File: src/rtl/hp_to_int_seq.sv
// FP16 to signed int16 converter (truncate toward zero) with an iterative
// one-bit-per-cycle alignment shifter behind valid/ready handshakes.
module hp_to_int_seq (
   input  logic        clk,
   input  logic        rst_n,
   input  logic        in_valid,
   output logic        in_ready,
   input  logic [15:0] hp_in,
   output logic        out_valid,
   input  logic        out_ready,
   output logic [15:0] int_out,
   output logic [1:0]  ex_flag
);

   typedef enum logic [1:0] {StIdle, StShift, StDone} state_e;

   state_e      state_q, state_d;
   logic        sign_q, sign_d;
   logic [15:0] mag_q, mag_d;
   logic [3:0]  cnt_q, cnt_d;
   logic        dir_left_q, dir_left_d;
   logic        stk_q, stk_d;
   logic        spec_q, spec_d;
   logic [1:0]  spec_flag_q, spec_flag_d;
   logic [15:0] int_out_q, int_out_d;
   logic [1:0]  ex_flag_q, ex_flag_d;

   logic        in_sign;
   logic [4:0]  in_exp;
   logic [9:0]  in_frac;
   logic [15:0] in_sat;

   assign in_sign = hp_in[15];
   assign in_exp  = hp_in[14:10];
   assign in_frac = hp_in[9:0];
   assign in_sat  = in_sign ? 16'h8000 : 16'h7FFF;

   assign in_ready  = (state_q == StIdle);
   assign out_valid = (state_q == StDone);
   assign int_out   = int_out_q;
   assign ex_flag   = ex_flag_q;

   always_comb begin
      state_d     = state_q;
      sign_d      = sign_q;
      mag_d       = mag_q;
      cnt_d       = cnt_q;
      dir_left_d  = dir_left_q;
      stk_d       = stk_q;
      spec_d      = spec_q;
      spec_flag_d = spec_flag_q;
      int_out_d   = int_out_q;
      ex_flag_d   = ex_flag_q;

      unique case (state_q)
         StIdle: begin
            if (in_valid) begin
               sign_d      = in_sign;
               cnt_d       = 4'd0;
               dir_left_d  = 1'b0;
               stk_d       = 1'b0;
               spec_d      = 1'b0;
               spec_flag_d = 2'b00;
               state_d     = StShift;
               if (in_exp == 5'd31) begin
                  mag_d       = in_sat;
                  spec_d      = 1'b1;
                  spec_flag_d = 2'b11;
               end else if (in_exp == 5'd30 && !(in_sign && in_frac == 10'd0)) begin
                  mag_d       = in_sat;
                  spec_d      = 1'b1;
                  spec_flag_d = 2'b01;
               end else if (in_exp >= 5'd25) begin
                  // Low 4 bits suffice: e-25 is 0..5 over this range.
                  mag_d      = {5'd0, 1'b1, in_frac};
                  dir_left_d = 1'b1;
                  cnt_d      = in_exp[3:0] - 4'd9;
               end else if (in_exp >= 5'd15) begin
                  mag_d = {5'd0, 1'b1, in_frac};
                  cnt_d = 4'd9 - in_exp[3:0];
               end else begin
                  // |x| < 1 truncates to zero; any nonzero input is inexact.
                  mag_d = 16'd0;
                  stk_d = (in_exp != 5'd0) || (in_frac != 10'd0);
               end
            end
         end
         StShift: begin
            if (cnt_q != 4'd0) begin
               cnt_d = cnt_q - 4'd1;
               if (dir_left_q) begin
                  mag_d = {mag_q[14:0], 1'b0};
               end else begin
                  mag_d = {1'b0, mag_q[15:1]};
                  stk_d = stk_q | mag_q[0];
               end
            end else begin
               int_out_d = sign_q ? (~mag_q + 16'd1) : mag_q;
               ex_flag_d = spec_q ? spec_flag_q : {stk_q, 1'b0};
               state_d   = StDone;
            end
         end
         StDone: begin
            if (out_ready) state_d = StIdle;
         end
         default: state_d = StIdle;
      endcase
   end

   always_ff @(posedge clk or negedge rst_n) begin
      if (!rst_n) begin
         state_q     <= StIdle;
         sign_q      <= 1'b0;
         mag_q       <= 16'd0;
         cnt_q       <= 4'd0;
         dir_left_q  <= 1'b0;
         stk_q       <= 1'b0;
         spec_q      <= 1'b0;
         spec_flag_q <= 2'b00;
         int_out_q   <= 16'd0;
         ex_flag_q   <= 2'b00;
      end else begin
         state_q     <= state_d;
         sign_q      <= sign_d;
         mag_q       <= mag_d;
         cnt_q       <= cnt_d;
         dir_left_q  <= dir_left_d;
         stk_q       <= stk_d;
         spec_q      <= spec_d;
         spec_flag_q <= spec_flag_d;
         int_out_q   <= int_out_d;
         ex_flag_q   <= ex_flag_d;
      end
   end

endmodule

File: config.mk
export PLATFORM = sky130hd
export DESIGN_NAME = hp_to_int_seq
export DESIGN_NICKNAME = d
export VERILOG_FILES = /design/src/rtl/hp_to_int_seq.sv
export SDC_FILE = /design/constraint.sdc
export NUM_CORES = 1
export LEC_CHECK = 0
export CELL_PAD_IN_SITES_DETAIL_PLACEMENT = 0
export CELL_PAD_IN_SITES_GLOBAL_PLACEMENT = 1
export CORE_ASPECT_RATIO = 1.2
export CORE_MARGIN = 3
export CORE_UTILIZATION = 41
export DETAILED_ROUTE_END_ITERATION = 8
export HOLD_SLACK_MARGIN = 0.03
export PLACE_DENSITY = 0.91
export RECOVER_POWER = 50
export SYNTH_ARGS = -nofsm -noshare
export SYNTH_HDL_FRONTEND = slang
export SYNTH_SLANG_ARGS = --single-unit
File: constraint.sdc
create_clock -name clk -period 2.1 [get_ports clk]
set_input_delay 0.315 -clock clk [delete_from_list [all_inputs] [get_ports clk]]
set_output_delay 0.315 -clock clk [all_outputs]
set_load 0.05 [all_outputs]
=== Word-level counts from Yosys, hierarchy flattened ===
Cells that the tools add are included.

* Logic and storage cells: 80
* Register bits: 46
* Bits of input ports: 20
* Output and inout port bits: 20

* $lt $le $gt $ge: 2
* Reductions and logical operators: 15
* Bitwise logic cells: 3
* Multiplexer cells: 37
* Eq/ne operators: 9
* Add/sub/neg operators: 4

{| class="wikitable"
|+ Operators with widths
! kind !! count
|-
| 16-bit two-way mux || 7
|-
| 16-bit one-hot mux with 2 select lines || 1
|-
| 4-bit two-way mux || 6
|-
| 11-bit two-way mux || 2
|-
| 16-bit by 1-bit adder with 16-bit output (second input constant) || 1
|-
| 16-bit NOT || 1
|-
| 1-bit two-way mux || 13
|-
| 5-bit equality test (second input constant) || 2
|-
| 10-bit logical NOT || 1
|-
| 2-bit two-way mux || 5
|-
| 10-bit nonzero test || 1
|-
| 2-bit != test (second input constant) || 4
|-
| 4-bit one-hot mux with 2 select lines || 1
|-
| 2-bit one-hot mux with 3 select lines || 1
|-
| 3-bit AND reduction || 2
|-
| 5-bit by 4-bit >= comparator with 1-bit output (second input constant) || 1
|-
| 5-bit >= comparator (second input constant) || 1
|-
| 5-bit nonzero test || 1
|-
| 2-bit AND reduction || 2
|-
| 4-bit AND reduction || 1
|-
| 4-bit nonzero test || 1
|-
| 4-bit by 1-bit subtractor with 4-bit output (second input constant) || 1
|-
| 4-bit subtractor (first input constant) || 1
|-
| 4-bit subtractor (second input constant) || 1
|-
| other kinds (11) || 12
|}

=== Longest topological paths before layout ===
* Depth after elaboration: 8
* Depth in mapped cells: 8
* Gate-level depth less buffers: 7

=== Worst setup path after synthesis ===
No wires, ideal clock.

* Path kind: reg-to-reg
* Start point: reg mag_q[10]
* End point: reg int_out_q[15] (netlist: int_out[15])
* Required time: 1.970 ns
* Clock period less this slack: 1.966 ns
* Library setup time: 0.130 ns
* Path buffers: 0
* Data arrival time: 1.837 ns
* Path slack: 0.134 ns
* Stages on the path, launching flop included: 6
* Path through: dfrtp_1 or4_4 or4_4 o31ai_4 xor2_1 o21ai_1

* Cells in the longest elaborated chain, start to end: 3

{| class="wikitable"
|+ RTL lines
! what !! RTL line !! source
|-
| start, declared || 19 || <nowiki>logic [15:0] mag_q, mag_d;</nowiki>
|-
| start signal, assigned || 125 || <nowiki>mag_q <= mag_d;</nowiki>
|-
| 16-bit NOT || 98 || <nowiki>int_out_d = sign_q ? (~mag_q + 16'd1) : mag_q;</nowiki>
|-
| 16-bit by 1-bit adder with 16-bit output || 98 ||
|-
| 16-bit two-way mux || 98 ||
|-
| end signal, assigned || 131 || <nowiki>int_out_q <= int_out_d;</nowiki>
|-
| end, declared || 25 || <nowiki>logic [15:0] int_out_q, int_out_d;</nowiki>
|}

No other way between the ends.
A chain may end at the register's enable or synchronous reset.

=== Final worst setup path ===
* Start point: reg mag_q[10]
* End point: reg int_out_q[14] (netlist: int_out[14])

Same word-level chain as after synthesis.

==> metrics <==
Tmin final=2.01 ns; most frequent CP cell=or4_4; FP Rows=31; Starting DRT DRC Count=approximately 150; Clock Tree Buf Depth=2; first-pass GRT wire length=10.2 mm; CP peak stage delay=0.57 ns; CTS tree=built; Max Clock Freq=499 MHz; Final setup violation count=0; Placed Area=between 3000 and 4000 µm²; post-route insts no fill=between 400 and 500; pin count of the biggest net entering global routing=46; Setup crit start=mag_q[10]; Antenna Nets Post-Route=0; mapped cell area=about 2700 µm²; die area=between 7000 and 8000 µm²; maximum vdd drop=622 µV; setup repair after global routing missed its margin=no; Global Route Usage Sum=17.0%; cell chain of the critical path=or4_4, or4_4, o31ai_2, xor2_1, o21ai_1; IO Count=40; Worst Setup Path Type=flip-flop to flip-flop; register area share after synthesis=between 40% and 50%; Reg2Reg Setup Slack=around 0.094 ns; DR DRC count=0; hold slack=about 0.28 ns; hpwl dp=4.76 mm; vias per cell=approximately 5.3; PostCTS Resize Cnt=0; GR Overflow Total=0; r2r worst-path depth=5; Async S/R FF share, synth=between 90% and 100%; Synth Warn #=0; Power Total=between 5 and 6 mW; Reg-to-Reg End=int_out[14]; period utilization=about 96%; max-slew violations=0; fin worst setup slack=between 0.09 and 0.1 ns; Util after Layout=about 58%; H-Tree Depth=2; Port Buf Inserts=39; kind of start point of the critical path=flip-flop; crit-path max FO=4; Die Ht=94.5 µm; Main synth FF type=dfrtp_1; CP arrival=~2.2 ns; Syn Inst Count=approximately 300; Post-Route Setup TNS=0 ns; Placer Congestion=0.871; wire length per cell=roughly 14 µm; synthesized area per cell=approximately 9 µm²; Setup crit end=int_out[14]; r2r startpoint=mag_q[10]; Min-Delay Path Class=input pin to async pin; Layout Area Growth over Synthesis=33.5%; initial antenna violation count=0; CTS Buf Count=5; CTS hold repair buffers=0; Pwr Density=~1600 nW/µm²; Yosys cell types=38; initial core utilization=~43%; FF+latch count, synth=45; Max-slew headroom=roughly 29%; syn_nets=328; CP max stage cell=or4_4; vias in the first global route=around 2,200; status=complete, no violations; Leak=between 1.5 and 2 nW; Worst-Margin Slew=around 1.1 ns; Clock Latency Late Sink=roughly 0.3 ns; Post-layout nets=between 400 and 500; Placed Cells=447; vias post-DR=2,396; drt pass-1 iters=4; Die X=around 80 µm; skew final=between 0.004 and 0.005 ns; max-capacitance violation count=0; clock transition at the registers of the reported paths=0.09 ns; Core Area=slightly above 6000 µm²; DP Worst Slack=-0.149 ns; CTS Sinks=between 40 and 50; CP required=roughly 2.3 ns; number of enable flip-flop cells after synthesis=0; design area=between 3000 and 4000 µm²; crit end category=flip-flop; root buffer cell=clkbuf_8; drt total wl=6.27 mm; layout cell share with drive strength beyond 1=approximately 18%; final hold violation count=0; post-CTS setup repair buffer count=0; ANT cells=0
==> area by class of cell <==
class                   instances  area (µm²)
fillers                       540        2590
inverters                      10        37.5
repair buffers                 83         726
multi-input cells             227        1450
well taps                      82         103
clock inverters                 3        65.1
flip-flops and latches         45        1130
clock buffers                   5        68.8
==> placed cells by master (no fill, tap or decap), types with 4 or more instances in the layout <==
cell,synthesis,layout
mux2_2,7,7
o31ai_1,7,7
o41ai_1,4,4
buf_4,0,41
clkbuf_8,0,5
nand2_1,47,47
a22oi_1,9,9
dfrtp_1,45,45
xor2_1,13,13
a21oi_1,21,21
clkdlybuf4s50_1,0,36
o21ai_0,30,30
inv_1,10,10
mux2i_1,12,12
nand3_1,15,15
nand2b_1,5,5
ha_1,9,9
o21ai_1,6,6
nor2_1,9,9
==> layer usage <==
layer  vias up  share of wire [%]  GRT usage [%]
li1       1221                  -              -
met1      1110                 44           21.9
met2        57                 50           29.2
met3         8                4.4           2.67
met4         0                1.6           5.21
met5         -                  0              0
==> cell usage after synthesis (4+ instances only) <==
master    instances  share of area, %
nor2_1            9               1.3
a22oi_1           9               2.5
nand2_1          47               6.6
nand2b_1          5               1.2
dfrtp_1          45                42
inv_1            10               1.4
nand3_1          15               2.8
o21ai_0          30               5.6
mux2_2            7               2.9
mux2i_1          12               4.5
clkbuf_1         16               2.2
xor2_1           13               4.3
o41ai_1           4               1.3
o21ai_1           6               1.1
o31ai_1           7               2.0
ha_1              9               4.2
a21oi_1          21               3.9
==> registers in the layout, summed over array words and instances (netlist names) <==
register,count
cnt_q,4
dir_left_q,1
ex_flag,2
int_out,16
mag_q,16
sign_q,1
spec_flag_q,2
state_q,2
stk_q,1
==> cells by family (layout without fill, tap and decap cells) <==
family,count (synthesis),in the layout,share of synthesized area [%]
adder cells (fa/ha/maj),9,9,4.20
XOR/XNOR,14,14,4.58
AO/OA/AOI/OAI,88,88,20.5
buffers and inverters,27,101,3.78
flip-flops,45,45,42.0
AND/OR/NAND/NOR,97,97,17.5
multiplexers,19,19,7.43
==> worst min-delay path by stage <==
stage               start          to
CTS                 rst_n  ex_flag[1]
finish              rst_n  ex_flag[1]
global placement    rst_n  ex_flag[1]
global route        rst_n  ex_flag[1]
floorplan           rst_n    cnt_q[0]
detailed placement  rst_n  ex_flag[1]
==> critical path, delay by kind of cell, from the launching register on <==
kind / cells / cell delay (ns)
simple gates: 2 / 1.03
flops: 1 / 0.39
compound gates: 2 / 0.30
xor+xnor: 1 / 0.17
==> where the power goes <==
group | internal (mW) | total [mW] | switching, mW
clock | 0.473 | 0.769 | 0.296
sequential | 1.28 | 1.61 | 0.331
combinational | 1.43 | 3.39 | 1.96
total | 3.18 | 5.77 | 2.59
Note: power is estimated with default switching activity, not from simulation.
==> RTL change 1, RTL diff (config.mk and constraints unchanged) <==
Encoding of `state_e`: now one-hot (3 bits for 3 states).
--- a/src/rtl/hp_to_int_seq.sv
+++ b/src/rtl/hp_to_int_seq.sv
@@ -13,5 +13,5 @@
 );
 
-   typedef enum logic [1:0] {StIdle, StShift, StDone} state_e;
+   typedef enum logic [2:0] {StIdle = 3'b001, StShift = 3'b010, StDone = 3'b100} state_e;
 
    state_e      state_q, state_d;
Function: same outputs for any inputs over 4 cycles, from zero or initial values and one cycle with rst_n low; so few cycles prove little.
==> RTL change 1 against the original RTL <==
- sequential share of layout area grew 0.98 points
- power is 10% lower
- hold slack gained 0.20 ns
- routed wire length shrank 1.5%
- largest cell class unchanged
- synthesized area rose by 2.8%
- clock skew up 0.0012 ns
- largest power group unchanged
- worst setup slack gained 0.072 ns
- cell area decreased by 0.77%
- sequential cell count increased by 1
==> RTL change 1: results (changes against the original RTL) <==
Logic synthesis
  • Synth cell types: 48 (+26%)
  • Synth warnings: 0 (unchanged)
  • Register area share after synthesis: 0.4183 (-0.002108)
  • Post-synth ARST share: 1.000 (unchanged)
  • Ranking of synthesized cells by area: dfrtp_1 41%, nand2_1 6.3%, o21ai_0 5.6%
  • Primary FF master, synth: dfrtp_1
  • Synth top cells by count: 46 x nand2_1, 45 x dfrtp_1, 31 x o21ai_0
  • Syn nets: 335 (+2.1%)

Final layout
  • Layout cell share with drive strength beyond 1: 0.1729 (-0.006752)
  • Fin nets: 404 (+0.75%)
  • ANT cells: 0 (unchanged)
  • Number of fill cells: 601 (+11%)

Place
  • Port Buffers: 39 (unchanged)
  • Dpl hpwl: 4790 microns (+0.70%)
  • Routability congestion estimate: 0.8009 (-8.0%)

Clock tree
  • Clock Path Buffers: 2 (unchanged)
  • Post-CTS setup buffers: 0 (unchanged)
  • Clock slew seen by the registers of the worst setup and hold paths: 0.08 ns
  • Number of H-tree levels: 2 (unchanged)
  • Latest clock arrival within the worst-skew pair: 0.30 ns (about the same)
  • CTS root buffer: clkbuf_8
  • CTS buffer count: 5 (unchanged)

Critical path
  • FF-to-FF Start: mag_q[10]$_DFFE_PN0P_
  • Worst Path Max Fanout: 7 (+3)
  • WP data arrival: 2.16 ns (-0.03 ns)
  • Source of the critical timing path: hp_in[10]

Global route
  • Largest net degree at the start of global routing: 35 (-24%)
  • All-Layer GR Usage: 0.1689 (-0.001001)
  • First-pass GRT wire length: 10490 microns (+2.9%)
  • Vias in the first global route: 2353 (+6.6%)
  • Number of antenna violations at the first check in global routing: 0 (unchanged)

Routing
  • Vias per cell: 5.289 (+0.43%)
  • 1st-iter DRT viols: 143 (-5.9%)
  • TritonRoute pass-1 iters: 4 (unchanged)
  • Mean routed wirelength per cell: 13.39 microns (-2.8%)

Hold path
  • Worst Hold Class: reg -> reg
  • Hold_sp: int_out[14]$_DFFE_PN0P_

Timing
  • Worst slew pin tran: 1.335 ns (+0.2691 ns)
  • Worst Skew: 0.005473 ns (+0.001173 ns)
  • TNS Setup: 0 ns (unchanged)

Run status
  • Status: completed

Pwr
  • Leak: 1.529 nW (-4.3%)
  • Worst vdd ir: 0.6955 mV (+12%)
[RTL change 1: cell types whose count changed after synthesis, sizes merged, moves of 2 or more]
cell	unedited run	this run
a21oi	21	8
nor2	9	21
a31oi	2	13
a22oi	9	0
o21a	0	5
mux2	7	11
buf	1	4
clkbuf	16	13
mux2i	12	9
o31ai	9	6
a22o	1	3
o41ai	4	2
[RTL change 1: final cells by class]
type / count / share of cell area
Multi-Input combinational cell: 233 / 0.4184
Sequential cell: 46 / 0.3246
Tap cell: 85 / 0.02996
Inverter: 10 / 0.01057
Clock buffer: 7 / 0.02432
Timing Repair Buffer: 79 / 0.1907
Clock inverter: 1 / 0.001410
[RTL change 1: repair_timing]
| item | CTS | global route |
|---|---|---|
| gates resized for setup | 0 | 2 |
| endpoints found under the setup margin | 0 | 3 |
| hold buffers | 1 | 0 |
| endpoints found under the hold margin | 23 | 0 |
[RTL change 1: path summary, 6_finish.rpt]
kind | end | slack [ns] | depth (start not counted)
max | cnt_q[0]$_DFFE_PN0P_ | 0.17 | 9
min | int_out[14]$_DFFE_PN0P_ | 0.48 | 2
max reg2reg | int_out[15]$_DFFE_PN0P_ | 0.18 | 5
min reg2reg | int_out[14]$_DFFE_PN0P_ | 0.48 | 2
max in group asynchronous | cnt_q[3]$_DFFE_PN0P_ | 0.35 | 3
min in group asynchronous | int_out[7]$_DFFE_PN0P_ | 0.84 | 2
[RTL change 1: layer usage]
layer | vias to the layer above | wire length [microns] | track usage
met1 | 1138 | 2768 | 0.2045
met5 | - | 0 | 0
met4 | 0 | 99 | 0.05775
li1 | 1237 | - | -
met2 | 53 | 3115 | 0.3034
met3 | 10 | 188 | 0.02434
[RTL change 1: metrics by stage]
stage               cells  cell area (sq um)  hold slack [ns]  worst slack (ns)  power (mW)
finish                461               3550           0.4837            0.1662       5.169
detailed placement    452               3457           0.3345           -0.1851       4.665
CTS                   461               3558           0.4906            0.1300       5.220
global placement      452               3457           0.3380           -0.1240       4.586
global route          461               3550           0.5147           0.03118       5.559
floorplan             306               2755          0.01941           0.07609       3.702
[RTL change 1: logic make-up after synthesis]
kind of cell / synth area share
AND/OR/NAND/NOR: 0.1926
AO/OA/AOI/OAI: 0.1844
flip-flops: 0.4183
buffers and inverters: 0.04178
multiplexers: 0.07766
XOR/XNOR: 0.04451
adder cells (fa/ha/maj): 0.04087
[RTL change 1: power by group]
part	switching, mW	internal [mW]	leakage (nW)
sequential	0.469	1.30	0.568
combinational	1.61	1.24	0.913
clock	0.287	0.266	0.0482
total	2.37	2.80	1.53
[RTL change 1: worst max-delay path: stages]
cell and delay, ns:
clkdlybuf4s50_1 0.50, inv_1 0.07, ha_1 0.22, buf_4 0.14, nor2b_1 0.13, o31ai_2 0.29, buf_4 0.21, a32oi_1 0.11
a21oi_1 0.17
==> RTL change 2, RTL diff (same flow settings) <==
Without the edit above. Make the reset (`rst_n`) synchronous in one clocked block.
--- a/src/rtl/hp_to_int_seq.sv
+++ b/src/rtl/hp_to_int_seq.sv
@@ -108,5 +108,5 @@
    end
 
-   always_ff @(posedge clk or negedge rst_n) begin
+   always_ff @(posedge clk) begin
       if (!rst_n) begin
          state_q     <= StIdle;
Formal check against the unedited RTL: differs if rst_n is asserted again (counterexample within 4 cycles, from zero or initial values and one cycle with rst_n low); with rst_n held inactive, the same outputs for 10 cycles.
==> RTL change 2 against the original RTL <==
- sequential share of layout area down 5.6 points
- cell count up 5.7%
- hold slack better by 0.17 ns
- routed wire length up 10%
- via count up 10%
- cell area down 2.6%
- synthesized area down 1.9%
- worst setup slack worse by 0.039 ns
- sequential cell count unchanged
- critical path type is now in -> reg
Power is not compared: it rests on default switching activity, and its combinational part moved more than twofold at a synthesized area within 25%.
==> RTL change 2: results (changes against the original RTL) <==
Run status
  • Status: completed

Routing
  • Vias: 2645 (+10%)
  • TritonRoute pass-1 iters: 4 (unchanged)
  • DRT Wirelength: 6915 microns (+10%)
  • 1st-iter DRT viols: 152 (unchanged)

Clock tree
  • Clock Path Buffers: 2 (unchanged)
  • CTS buffer count: 5 (unchanged)
  • Latest clock arrival within the worst-skew pair: 0.30 ns (about the same)
  • Number of H-tree levels: 2 (unchanged)
  • CTS root buffer: clkbuf_8
  • Clock slew seen by the registers of the worst setup and hold paths: 0.09 ns (about the same)

Timing
  • Fmax achieved: 489.0 MHz (-1.9%)
  • Worst slew pin tran: 0.6698 ns (-0.3959 ns)
  • Worst Skew: 0.006014 ns (+0.001715 ns)

Logic synthesis
  • Ranking of synthesized cells by area: dfxtp_1 34%, nand2_1 6.3%, mux2i_1 6.1%
  • Synth cell types: 50 (+32%)
  • Mean area per synthesized cell: 7.914 sq um (-12%)
  • Synth top cells by count: 45 x dfxtp_1, 44 x nand2_1, 25 x nor2_1
  • Post-synth ARST share: 0 (-1.000)
  • Synth warnings: 0 (unchanged)
  • Register area share after synthesis: 0.3429 (-0.07751)
  • Syn nets: 361 (+10%)
  • Synth Cell Area: 0.002628 sq mm (-1.9%)

Pwr
  • Psw: 1.204 mW
  • Leak: 1.381 nW
  • Worst vdd ir: 0.3599 mV

Hold path
  • Worst Hold Class: reg -> reg
  • Hold_sp: int_out[15]$_SDFFE_PN0P_

Critical path
  • Crit. End Element: flip-flop
  • Source of the critical timing path: hp_in[10]
  • FF-to-FF Start: cnt_q[1]$_SDFFE_PN0P_
  • R2r setup slk: 0.29 ns (+0.20 ns)
  • Worst Path Max Fanout: 7 (+3)
  • Worst setup endpoint: mag_q[7]$_SDFFE_PN0P_
  • RR Endpoint: mag_q[14]$_SDFFE_PN0P_
  • R2r worst-path depth: 7 (+2)
  • WP data arrival: 2.24 ns (+0.05 ns)

Global route
  • Number of antenna violations at the first check in global routing: 0 (unchanged)
  • Vias in the first global route: 2555 (+16%)
  • Largest net degree at the start of global routing: 27 (-41%)
  • First-pass GRT wire length: 12050 microns (+18%)
  • All-Layer GR Usage: 0.2005 (+0.03065)

Final layout
  • ANT cells: 0 (unchanged)
  • Number of fill cells: 600 (+11%)
  • Final instance area: 0.003485 sq mm (-2.6%)
  • Layout cell share with drive strength beyond 1: 0.1504 (-0.02925)
  • Fin nets: 427 (+6.5%)
  • Final Non-Filler Cells: 481 (+5.7%)

Place
  • Dpl hpwl: 5048 microns (+6.1%)
  • Post-Place Cells: 473 (+5.8%)
  • Port Buffers: 39 (unchanged)
  • Routability congestion estimate: 0.8643 (-0.76%)
  • Dpl cell area: 0.003353 sq mm (-2.9%)
  • Place WS: -0.2939 ns (-0.1445 ns)
## RTL change 2: power by group through the flow
stage | logic [mW] | registers (mW) | clock network (mW)
floorplan | 0.753 | 1.26 | 0
global placement | 1.30 | 1.14 | 0
detailed placement | 1.32 | 1.14 | 0
CTS | 1.33 | 1.12 | 0.693
global route | 1.44 | 1.15 | 0.739
finish | 1.31 | 1.12 | 0.679
## RTL change 2: worst min path at each step
stage               slack (ns)  depth (start not counted)                       end
finish                    0.45                          2  int_out[15]$_SDFFE_PN0P_
detailed placement        0.44                          2  int_out[15]$_SDFFE_PN0P_
floorplan                 0.45                          2       sign_q$_SDFFE_PN0P_
CTS                       0.46                          2  int_out[15]$_SDFFE_PN0P_
global route              0.47                          2  int_out[15]$_SDFFE_PN0P_
global placement          0.44                          2  int_out[15]$_SDFFE_PN0P_
## RTL change 2: layout make-up
cell class | instances | share of cell area
Timing Repair Buffer | 83 | 0.2075
Clock inverter | 1 | 0.008618
Clock buffer | 7 | 0.02478
Tap cell | 82 | 0.02944
Multi-Input combinational cell | 255 | 0.4625
Inverter | 8 | 0.008618
Sequential cell | 45 | 0.2585
## RTL change 2: kinds of logic after synthesis
kind of cell,count (synthesis),share of synthesized area
mux,16,0.06095
buf+inv,32,0.05143
flops,45,0.3429
compound gates,96,0.2381
xor+xnor,13,0.04333
simple gates,121,0.2205
fa+ha+maj,9,0.04286
## RTL change 2: repair_timing
| action | 4_1_cts | 5_1_grt |
|---|---|---|
| gates resized for setup | 0 | 6 |
| setup buffers | 0 | 0 |
| endpoints found under the setup margin | 0 | 15 |
| hold buffers | 0 | 0 |
## RTL change 2: metal layers
layer / up-vias / wire length (microns) / global-route usage
met5: - / 0 / 0
met4: 0 / 90 / 0.06017
met3: 7 / 320 / 0.02975
met2: 72 / 3462 / 0.3448
met1: 1231 / 3041 / 0.2579
li1: 1335 / - / -
## RTL change 2: critical path, cell delays in order
cell and delay [ns]:
clkdlybuf4s50_1 0.47, ha_1 0.25, a22o_1 0.25, a21oi_2 0.19
a211oi_2 0.07, buf_4 0.18, buf_12 0.13, a221oi_1 0.29
nor2_1 0.07
